$ cat config.mk
export PLATFORM = sky130hd
export DESIGN_NAME = gf180mcu_fd_sc_mcu7t5v0__regslice
export DESIGN_NICKNAME = d
export VERILOG_FILES = /design/src/rtl/gf180mcu_fd_sc_mcu7t5v0__regslice.sv
export SDC_FILE = /design/constraint.sdc
export NUM_CORES = 1
export LEC_CHECK = 0
export CORE_ASPECT_RATIO = 0.9
export CORE_UTILIZATION = 25
export CTS_BUF_LIST = sky130_fd_sc_hd__clkbuf_16
export DETAILED_ROUTE_END_ITERATION = 16
export GPL_TIMING_DRIVEN = 0
export PLACE_DENSITY = 0.5
export SLEW_MARGIN = 5
export SYNTH_ARGS = -nofsm -noshare
export SYNTH_HDL_FRONTEND = slang
export SYNTH_SLANG_ARGS = --single-unit
$ cat constraint.sdc
create_clock -name CLK -period 1.9 [get_ports CLK]
set_clock_uncertainty 0.1 [all_clocks]
set_input_delay 0.285 -clock CLK [delete_from_list [all_inputs] [get_ports CLK]]
set_output_delay 0.285 -clock CLK [all_outputs]
set_load 0.02 [all_outputs]
$ cat src/rtl/gf180mcu_fd_sc_mcu7t5v0__regslice.sv
// gf180mcu_fd_sc_mcu7t5v0__regslice
//   Two-entry registered skid buffer. Takes the word captured by a
//   negative-edge dffnq bank and presents it as a fully registered,
//   back-pressurable valid/ready stream to rising-edge logic.
//   Sustains one word per cycle. IN_READY is a flop, so there is no
//   combinational path from OUT_READY to IN_READY.
//
// Ports
//   CLK        rising-edge clock
//   RST        synchronous active-high reset
//   IN_VALID   upstream word on IN_D is valid
//   IN_READY   slice accepts a word this cycle (registered)
//   IN_D       data word from the dffnq bank Q outputs
//   OUT_VALID  OUT_Q holds a valid word (registered)
//   OUT_READY  downstream accepts OUT_Q this cycle
//   OUT_Q      head word (registered)
//   COUNT      occupancy 0..2 (registered)
//   PAR        even parity of OUT_Q (only with the parity macro)
//
// Configuration
//   GF180MCU_FD_SC_MCU7T5V0__REGSLICE_PARITY_EN  adds one parity bit per
//   entry and the PAR output.

module gf180mcu_fd_sc_mcu7t5v0__regslice #(
    parameter int WIDTH = 8
) (
    input  logic             CLK,
    input  logic             RST,
    input  logic             IN_VALID,
    output logic             IN_READY,
    input  logic [WIDTH-1:0] IN_D,
    output logic             OUT_VALID,
    input  logic             OUT_READY,
    output logic [WIDTH-1:0] OUT_Q,
    output logic [1:0]       COUNT
`ifdef GF180MCU_FD_SC_MCU7T5V0__REGSLICE_PARITY_EN
    ,
    output logic             PAR
`endif
);

    typedef enum logic [1:0] {
        EMPTY = 2'd0,
        ONE   = 2'd1,
        FULL  = 2'd2
    } state_t;

    state_t           r_state;
    state_t           w_nxt;
    logic             r_in_ready;
    logic             r_out_valid;
    logic [WIDTH-1:0] r_main;
    logic [WIDTH-1:0] r_skid;

    logic w_in_fire;
    logic w_out_fire;
    logic w_ld_main;
    logic w_ld_skid;
    logic w_main_from_skid;

    assign w_in_fire  = IN_VALID & r_in_ready;
    assign w_out_fire = r_out_valid & OUT_READY;

    always_comb begin
        w_nxt            = r_state;
        w_ld_main        = 1'b0;
        w_ld_skid        = 1'b0;
        w_main_from_skid = 1'b0;
        case (r_state)
            EMPTY: begin
                if (w_in_fire) begin
                    w_ld_main = 1'b1;
                    w_nxt     = ONE;
                end
            end
            ONE: begin
                if (w_in_fire && w_out_fire) begin
                    // head leaves and new word takes its place
                    w_ld_main = 1'b1;
                end else if (w_in_fire) begin
                    w_ld_skid = 1'b1;
                    w_nxt     = FULL;
                end else if (w_out_fire) begin
                    w_nxt = EMPTY;
                end
            end
            FULL: begin
                if (w_out_fire) begin
                    w_ld_main        = 1'b1;
                    w_main_from_skid = 1'b1;
                    w_nxt            = ONE;
                end
            end
            default: w_nxt = EMPTY;
        endcase
    end

    always_ff @(posedge CLK) begin
        if (RST) begin
            r_state     <= EMPTY;
            r_in_ready  <= 1'b1;
            r_out_valid <= 1'b0;
        end else begin
            r_state     <= w_nxt;
            r_in_ready  <= (w_nxt != FULL);
            r_out_valid <= (w_nxt != EMPTY);
        end
    end

    // Main register is cleared so OUT_Q reads 0 after reset; its contents
    // are otherwise only meaningful while OUT_VALID is high.
    always_ff @(posedge CLK) begin
        if (RST) begin
            r_main <= '0;
        end else if (w_ld_main) begin
            r_main <= w_main_from_skid ? r_skid : IN_D;
        end
    end

    // Skid entry is never reset; it is only read when state says it is live.
    always_ff @(posedge CLK) begin
        if (w_ld_skid) begin
            r_skid <= IN_D;
        end
    end

`ifdef GF180MCU_FD_SC_MCU7T5V0__REGSLICE_PARITY_EN
    logic r_main_par;
    logic r_skid_par;
    logic w_in_par;

    assign w_in_par = ^IN_D;

    always_ff @(posedge CLK) begin
        if (RST) begin
            r_main_par <= 1'b0;
        end else if (w_ld_main) begin
            r_main_par <= w_main_from_skid ? r_skid_par : w_in_par;
        end
    end

    always_ff @(posedge CLK) begin
        if (w_ld_skid) begin
            r_skid_par <= w_in_par;
        end
    end

    assign PAR = r_main_par;
`endif

    assign IN_READY  = r_in_ready;
    assign OUT_VALID = r_out_valid;
    assign OUT_Q     = r_main;
    assign COUNT     = r_state;

endmodule

Yosys cells after proc, flatten, opt, wreduce, memory -nomap -nowiden
Cells that the tools add are included.
{"block": "word_totals", "reg_bits": 20, "in_bits": 12, "elab_cells": 27}
{"block": "classes", "n_eq_ne": 3, "n_mux": 14, "n_bitwise": 2, "n_reduce_logical": 3}
{"op": "2-bit two-way mux", "n": 5}
{"op": "8-bit two-way mux", "n": 1}
{"op": "1-bit two-way mux", "n": 6}
{"op": "2-bit case mux with 3 select lines", "n": 1}
{"op": "1-bit case mux with 3 select lines", "n": 1}
{"op": "1-bit AND", "n": 2}
{"op": "2-bit by 1-bit equality test with 1-bit output (second input constant)", "n": 1}
{"op": "2-bit equality test (second input constant)", "n": 1}
{"op": "2-bit logical NOT", "n": 1}
{"op": "2-bit inequality test (second input constant)", "n": 1}
{"op": "2-bit nonzero test", "n": 1}
{"op": "1-bit logical AND", "n": 1}

Logic depth before layout (Yosys ltp)
Gate-level depths: netlist (run 1).
{"block": "depth", "word_depth": 6, "mapped_depth": 6, "depth_no_buf": 4}

Worst setup path before layout (run 1)
No wires, ideal clock.
{"block": "synth_path", "kind": "register -> register", "from": "register r_in_ready, in the netlist IN_READY", "to": "register r_skid[0] (enable)", "setup_ps": 383, "t_arrival_ps": 1286, "required_time_ps": 1417, "path_slack_ps": 130, "path_stages_with_launch": 3, "path_buffers": 0, "synth_period_minus_slack_ps": 1770, "cell_sequence": "dfxtp_1 -> nand2_1 -> nor3_1"}
{"block": "synth_via", "elab_chain_len": 4, "word_cells_on_any_way": 5, "classes_between": "mux (3); bitwise (1); reduce/logical (1)"}
{"item": "start, declared", "line": "50", "rtl": "logic r_in_ready;"}
{"item": "start signal, assigned", "line": "105", "rtl": "r_in_ready <= (w_nxt != FULL);"}
{"item": "1-bit AND *", "line": "61", "rtl": "assign w_in_fire = IN_VALID & r_in_ready;"}
{"item": "1-bit two-way mux / 1-bit logical AND (equally long branches)", "line": "80, 77"}
{"item": "1-bit two-way mux *", "line": "77", "rtl": "if (w_in_fire && w_out_fire) begin"}
{"item": "1-bit two-way mux *", "line": "69", "rtl": "case (r_state)"}
{"item": "named net w_ld_skid", "line": "58", "rtl": "logic w_ld_skid;"}
{"item": "end signal, assigned", "line": "123", "rtl": "r_skid <= IN_D;"}
{"item": "end, declared", "line": "53", "rtl": "logic [WIDTH-1:0] r_skid;"}
Mark *: on every way through the listed nets, which the timed path passes. The rest lies on a longest branch.
A chain may end at the register's enable or synchronous reset.

Worst setup path after layout (run 1)
{"block": "layout_path", "from": "register r_state[1], in the netlist COUNT[1]", "to": "output port COUNT[1]"}
{"item": "start, declared", "line": "48", "rtl": "state_t r_state;"}
{"item": "start signal, assigned", "line": "104", "rtl": "r_state <= w_nxt;"}
{"item": "end, declared", "line": "35", "rtl": "output logic [1:0] COUNT"}
No word-level cell between the ends.

==> results.cfg, run 1 <==
[cells_and_area]
final_util_pct = 38.7
layout.nets = 106
antenna_cells = 0
nFillCells = 315
post_route_cells_drive_above_1_share_pct = 15.1
area_growth_pct = 44.5

[floorplanning]
die_w_um = 63.1
std_cell_rows = 19
fp.dieH_um = 57.0
start_util_pct = 26.8
boundaryPins = 24
core_um2 = 3140
dieArea_um2 = 3600

[cts]
clock-root-buffer = clkbuf_16
cts_tree = yes
cts.sinks = 20
h-tree-depth = 1
clkLatencyLatePin_ps = 250
cts_setup_buffers = 0
cts_buffers = 3
cts.clk_slew.worst_paths_ps = 60
clock_path_buffers = 2

[global_routing]
grt-ovfl-total = 0
use_met3_pct = 4.60
antenna_found_initial = 0
busiest_layer = met1
grt_pass1_vias = 571
grt_max_degree = 12
grt_usage_pct = 10.4
grtUsageMet2_pct = 14.0
grt.met1_usage_pct = 14.7
grt_pass1_wl_mm = 2.77

[pwr]
power_density_nw_per_um2 = 967
switching_share_pct = 24.4
internal_power_uw = 887
irDropWorstVdd_mv = 0.608
power_uw = 1170
p_switching_uw = 287
seqPwrFrac_pct = 43.6
power_frac_comb_pct = 20.0
pwr-share-clk_pct = 36.3
leakage_uw = 0.000467

[critical_path]
path_buf_inv = 1
path_cells = clkdlybuf4s50_1
worstRegToRegCells = 6
endpoint_kind = primary output
worstReg2RegEnd = OUT_Q[7]$_SDFFE_PP0P_
cp.depth = 1
critical_path_class = reg2out
crit_family = buffers and inverters
critPathRequiredTime_ps = 1510
startpoint = COUNT[1]$_SDFF_PP0_
crit_path_end = COUNT[1]
cp-start-kind = flop
timing.rr.start = COUNT[1]$_SDFF_PP0_
cp_max_fo = 9
slowest_stage = clkdlybuf4s50_1
crit_arrival_ps = 1350
reg2reg_slack_ps = 410
max_stage_delay_ps = 650

[timing]
rsz0062_at_grt = false
fin_crit_ps = 1740
max_freq_ghz = 0.576
period_share_pct = 91.4
worst_pin_slew_ps = 509
finalSetupViolCount = 0
drv_slew = 0
maxSlewHeadroom_pct = 66.1
fin_ws_ps = 163
finalHoldViolations = 0

[route]
first_iter_violations = 1
viasPerCell = 4.41
antenna_left = 0
wl_per_cell_um = 12.0
dr.pass1.iters = 2
drc = 0
totalWireLength_mm = 1.62
via_count = 596

[synth]
netlist_area_um2 = 841
synth_edf_count = 8
synthCells = 66
yosysSeqAreaShare_pct = 57.1
yosys.cell_types.count = 23
synthArstFlopShare_pct = 0
ys.flop_type = dfxtp_1
avgSynthCellArea_um2 = 12.7
ys_ff_latch = 20
yosysWarnings = 0
syn_nets = 78

[placement]
port-buffer-count = 23
pre_cts_slack_ps = -543
dp_hpwl_mm = 1.16
place.gp.congestion = 0.757

[worst_hold_path]
holdCritPathClass = reg2reg
hp-start = OUT_Q[2]$_SDFFE_PP0P_

[flow_run]
max_cap_viol_count = 0

[run_status]
outcome = completed
## flip-flops by register name, summed over array words and instances, names as in the netlist
signal     count
IN_READY       1
OUT_Q          8
r_skid         8
OUT_VALID      1
COUNT          2
## worst min-delay path by stage
stage,endpoint,slack (ps),cells after the start
2_1_floorplan,COUNT[1]$_SDFF_PP0_,260,1
3_3_place_gp,OUT_Q[2]$_SDFFE_PP0P_,390,2
3_5_place_dp,OUT_Q[2]$_SDFFE_PP0P_,400,2
4_1_cts,OUT_Q[2]$_SDFFE_PP0P_,400,2
5_1_grt,OUT_Q[2]$_SDFFE_PP0P_,420,2
6_report,OUT_Q[2]$_SDFFE_PP0P_,400,2
## per-layer routing
metal / share of wire (%) / routed length, µm / vias to the layer above
met3: 5.0 / 81 / 2
met4: 0.80 / 13 / 0
li1: - / - / 306
met5: 0 / 0 / -
met1: 50 / 803 / 273
met2: 44 / 720 / 15
## power by group through the flow
stage	Combinational, µW	Sequential (µW)	Clock, µW
after floorplan	99.0	552	0
after global placement	234	520	0
after detailed placement	234	522	0
after CTS	235	513	440
after global routing	257	519	452
final	235	513	427
## metrics by stage
| stage | setup TNS (ps) | instances | hold WS (ps) | cell area [µm²] |
|---|---|---|---|---|
| global route | 0 | 135 | 423 | 1210 |
| global placement | -4630 | 131 | 392 | 1120 |
| finish | 0 | 135 | 400 | 1210 |
| floorplan | 0 | 66 | 264 | 841 |
| detailed placement | -4340 | 131 | 396 | 1120 |
| CTS | 0 | 135 | 403 | 1210 |
## synthesized netlist by cell type, types with 2 or more instances
cell,number,area share (%)
mux2i_1,8,9.5
edfxtp_1,8,29
a21oi_1,3,1.8
nand2_1,4,1.8
nor2_2,2,1.5
a211oi_1,6,5.4
nor2_1,7,3.1
a211oi_2,2,3.0
dfxtp_1,12,29
## logic make-up (layout without fill, tap and decap cells)
family	count (synthesis)	in the layout	synth area share, %
buf+inv	3	30	4.17
compound gates	16	16	16.8
simple gates	19	19	12.4
mux	8	8	9.52
flops	20	20	57.1
## cells in the final DEF, fill, tap and decap left out, types with 2 or more instances in the layout
cell	netlist	final
dfxtp_1	12	11
clkdlybuf4s50_1	0	23
clkbuf_16	0	3
nand2_1	4	4
a211oi_2	2	2
edfxtp_1	8	8
a21oi_1	3	3
mux2i_1	8	8
a211oi_1	6	6
nor2_1	7	7
nor2_2	2	2
## final cells by class
type	instances	area, µm²	area share (%)
plain buffers	3	35.0	2.88
clock buffers	3	75.1	6.18
clock inverters	1	3.75	0.309
multi-input cells	43	337	27.7
flip-flops and latches	20	482	39.6
well taps	42	52.6	4.33
repair buffers	23	230	18.9
## timing repair
action | 4_1_cts | 5_1_grt
setup endpoints to repair | 8 | 8
endpoints found under the hold margin | 0 | 0
hold buffers | 0 | 0
gates resized for setup | 1 | 2
## worst reg2reg max path: cells and delay by family (launching register included)
kind            cells  cell delay, ps
flops               1             450
buf+inv             2             360
compound gates      2             310
simple gates        2             180
(Power assumes the default switching activity.)
==> inputs of run 2 (changes only) <==
--- a/config.mk
+++ b/config.mk
@@ -8,10 +8,11 @@
 export CORE_ASPECT_RATIO = 0.9
 export CORE_UTILIZATION = 25
 export CTS_BUF_LIST = sky130_fd_sc_hd__clkbuf_16
+export CTS_CLUSTER_DIAMETER = 60
 export DETAILED_ROUTE_END_ITERATION = 16
 export GPL_TIMING_DRIVEN = 0
 export PLACE_DENSITY = 0.5
-export SLEW_MARGIN = 5
+export SLEW_MARGIN = 20
 export SYNTH_ARGS = -nofsm -noshare
 export SYNTH_HDL_FRONTEND = slang
 export SYNTH_SLANG_ARGS = --single-unit
==> run 2 against run 1 <==
Sequential share of layout area grew 0.27 points; non-clock buffer count unchanged; critical path type unchanged; hold slack about the same; maximum frequency decreased by 5.1%; global-route usage is 0.17 points lower; cell count fell by 0.74%; sequential power about the same; combinational power barely moved.
==> results.cfg, run 2 (synthesis results as in run 1) <==
[pwr]
power_uw = 1160
leakage_uw = 0.000467
power_density_nw_per_um2 = 966
irDropWorstVdd_mv = 0.511

[timing]
worst_pin_slew_ps = 711
fin_setup_tns_ps = 0
rsz0062_at_grt = false
max_freq_ghz = 0.546
period_share_pct = 96.3
finalHoldViolations = 0
drv_slew = 0
fin_crit_ps = 1830
maxSlewHeadroom_pct = 52.4
finalSetupViolCount = 0

[placement]
place.gp.congestion = 0.757
dp_hpwl_mm = 1.15
port-buffer-count = 23

[floorplanning]
boundaryPins = 24
die_w_um = 63.1
core_um2 = 3140
std_cell_rows = 19
dieArea_um2 = 3600
fp.dieH_um = 57.0
start_util_pct = 26.8

[route]
wl_per_cell_um = 12.3
drc = 0
met2_length_um = 716
antenna_left = 0
top_layer_used = met4
wl_met1_um = 845
viasPerCell = 4.35
first_iter_violations = 4
route.met3.wl_um = 73
dr.pass1.iters = 4
via_count = 583
totalWireLength_mm = 1.65

[critical_path]
startpoint = COUNT[1]$_SDFF_PP0_
path_buf_inv = 1
slowest_stage = clkdlybuf4s50_1
cp.depth = 1
endpoint_kind = primary output
worstRegToRegCells = 2
path_cells = clkdlybuf4s50_1
cp_max_fo = 9
critPathRequiredTime_ps = 1510
max_stage_delay_ps = 680
timing.rr.start = IN_READY$_SDFF_PP1_
cp-start-kind = flop
crit_arrival_ps = 1440
critical_path_class = reg2out
crit_family = buffers and inverters

[cts]
cts_buffers = 3
h-tree-depth = 1
cts_setup_buffers = 0
cts_hold_buf = 0
clkLatencyLatePin_ps = 250
clock_path_buffers = 2
cts.sinks = 20
cts_tree = yes
clock-root-buffer = clkbuf_16
post_cts_resized = 0
cts.clk_slew.worst_paths_ps = 50

[cells_and_area]
final_common_cell = clkdlybuf4s50_1
post_route_cells_drive_above_1_share_pct = 14.1
layout_common_cells = clkdlybuf4s50_1 (23), dfxtp_1 (12), mux2i_1 (8), edfxtp_1 (8), nor2_1 (7)
antenna_cells = 0
nFillCells = 319
layout.nets = 106
area_growth_pct = 43.2

[global_routing]
grt_max_degree = 11
grt_pass1_vias = 580
grt_pass1_wl_mm = 2.77
grt_usage_pct = 10.2
grt-ovfl-total = 0
antenna_found_initial = 0

[worst_hold_path]
hp-start = OUT_Q[2]$_SDFFE_PP0P_
hold_depth = 2
holdCritPathClass = reg2reg

[run_status]
outcome = completed

[flow_run]
max_cap_viol_count = 0
run 2: cell count changes in the layout (fill, tap and decap cells not counted):
cell	delta
dfxtp_1	+1
dfxtp_2	-1
nor3_2	+1
nor3_4	-1
clkinv_1	-1
run 2: routing by layer:
metal  global-route usage [%]  up-vias
met5                        0        -
met4                     1.99        0
met3                     4.60        2
met2                     14.6       12
met1                     14.1      266
li1                         -      303
run 2: cell type report:
| cell class | count | area (µm²) | area share, % |
|---|---|---|---|
| repair buffers | 23 | 230 | 19.1 |
| clock buffers | 3 | 75.1 | 6.24 |
| plain buffers | 3 | 35.0 | 2.91 |
| multi-input cells | 43 | 330 | 27.4 |
| flip-flops and latches | 20 | 480 | 39.9 |
| well taps | 42 | 52.6 | 4.37 |
run 2: final timing paths:
check	end	slack [ps]
worst min-delay path	OUT_Q[2]$_SDFFE_PP0P_	400
worst max-delay path	COUNT[1]	70
worst max register to register	r_skid[4]$_DFFE_PP_	280
worst min register to register	OUT_Q[2]$_SDFFE_PP0P_	400
run 2: where the power goes:
part / internal (µW) / switching (µW)
Clock: 277 / 140
Sequential: 485 / 26.8
Combinational: 122 / 113
run 2: stage by stage:
stage / util [%] / hold WS, ps / cell area, µm² / setup slack (ps) / instances
after floorplan: - / 264 / 841 / 130 / 66
after global placement: 35.8 / 392 / 1120 / -579 / 131
after detailed placement: 36.0 / 396 / 1130 / -157 / 131
after CTS: 38.4 / 403 / 1200 / 48.2 / 134
after global routing: 38.4 / 423 / 1200 / 5.74 / 134
final: 38.4 / 400 / 1200 / 70.1 / 134
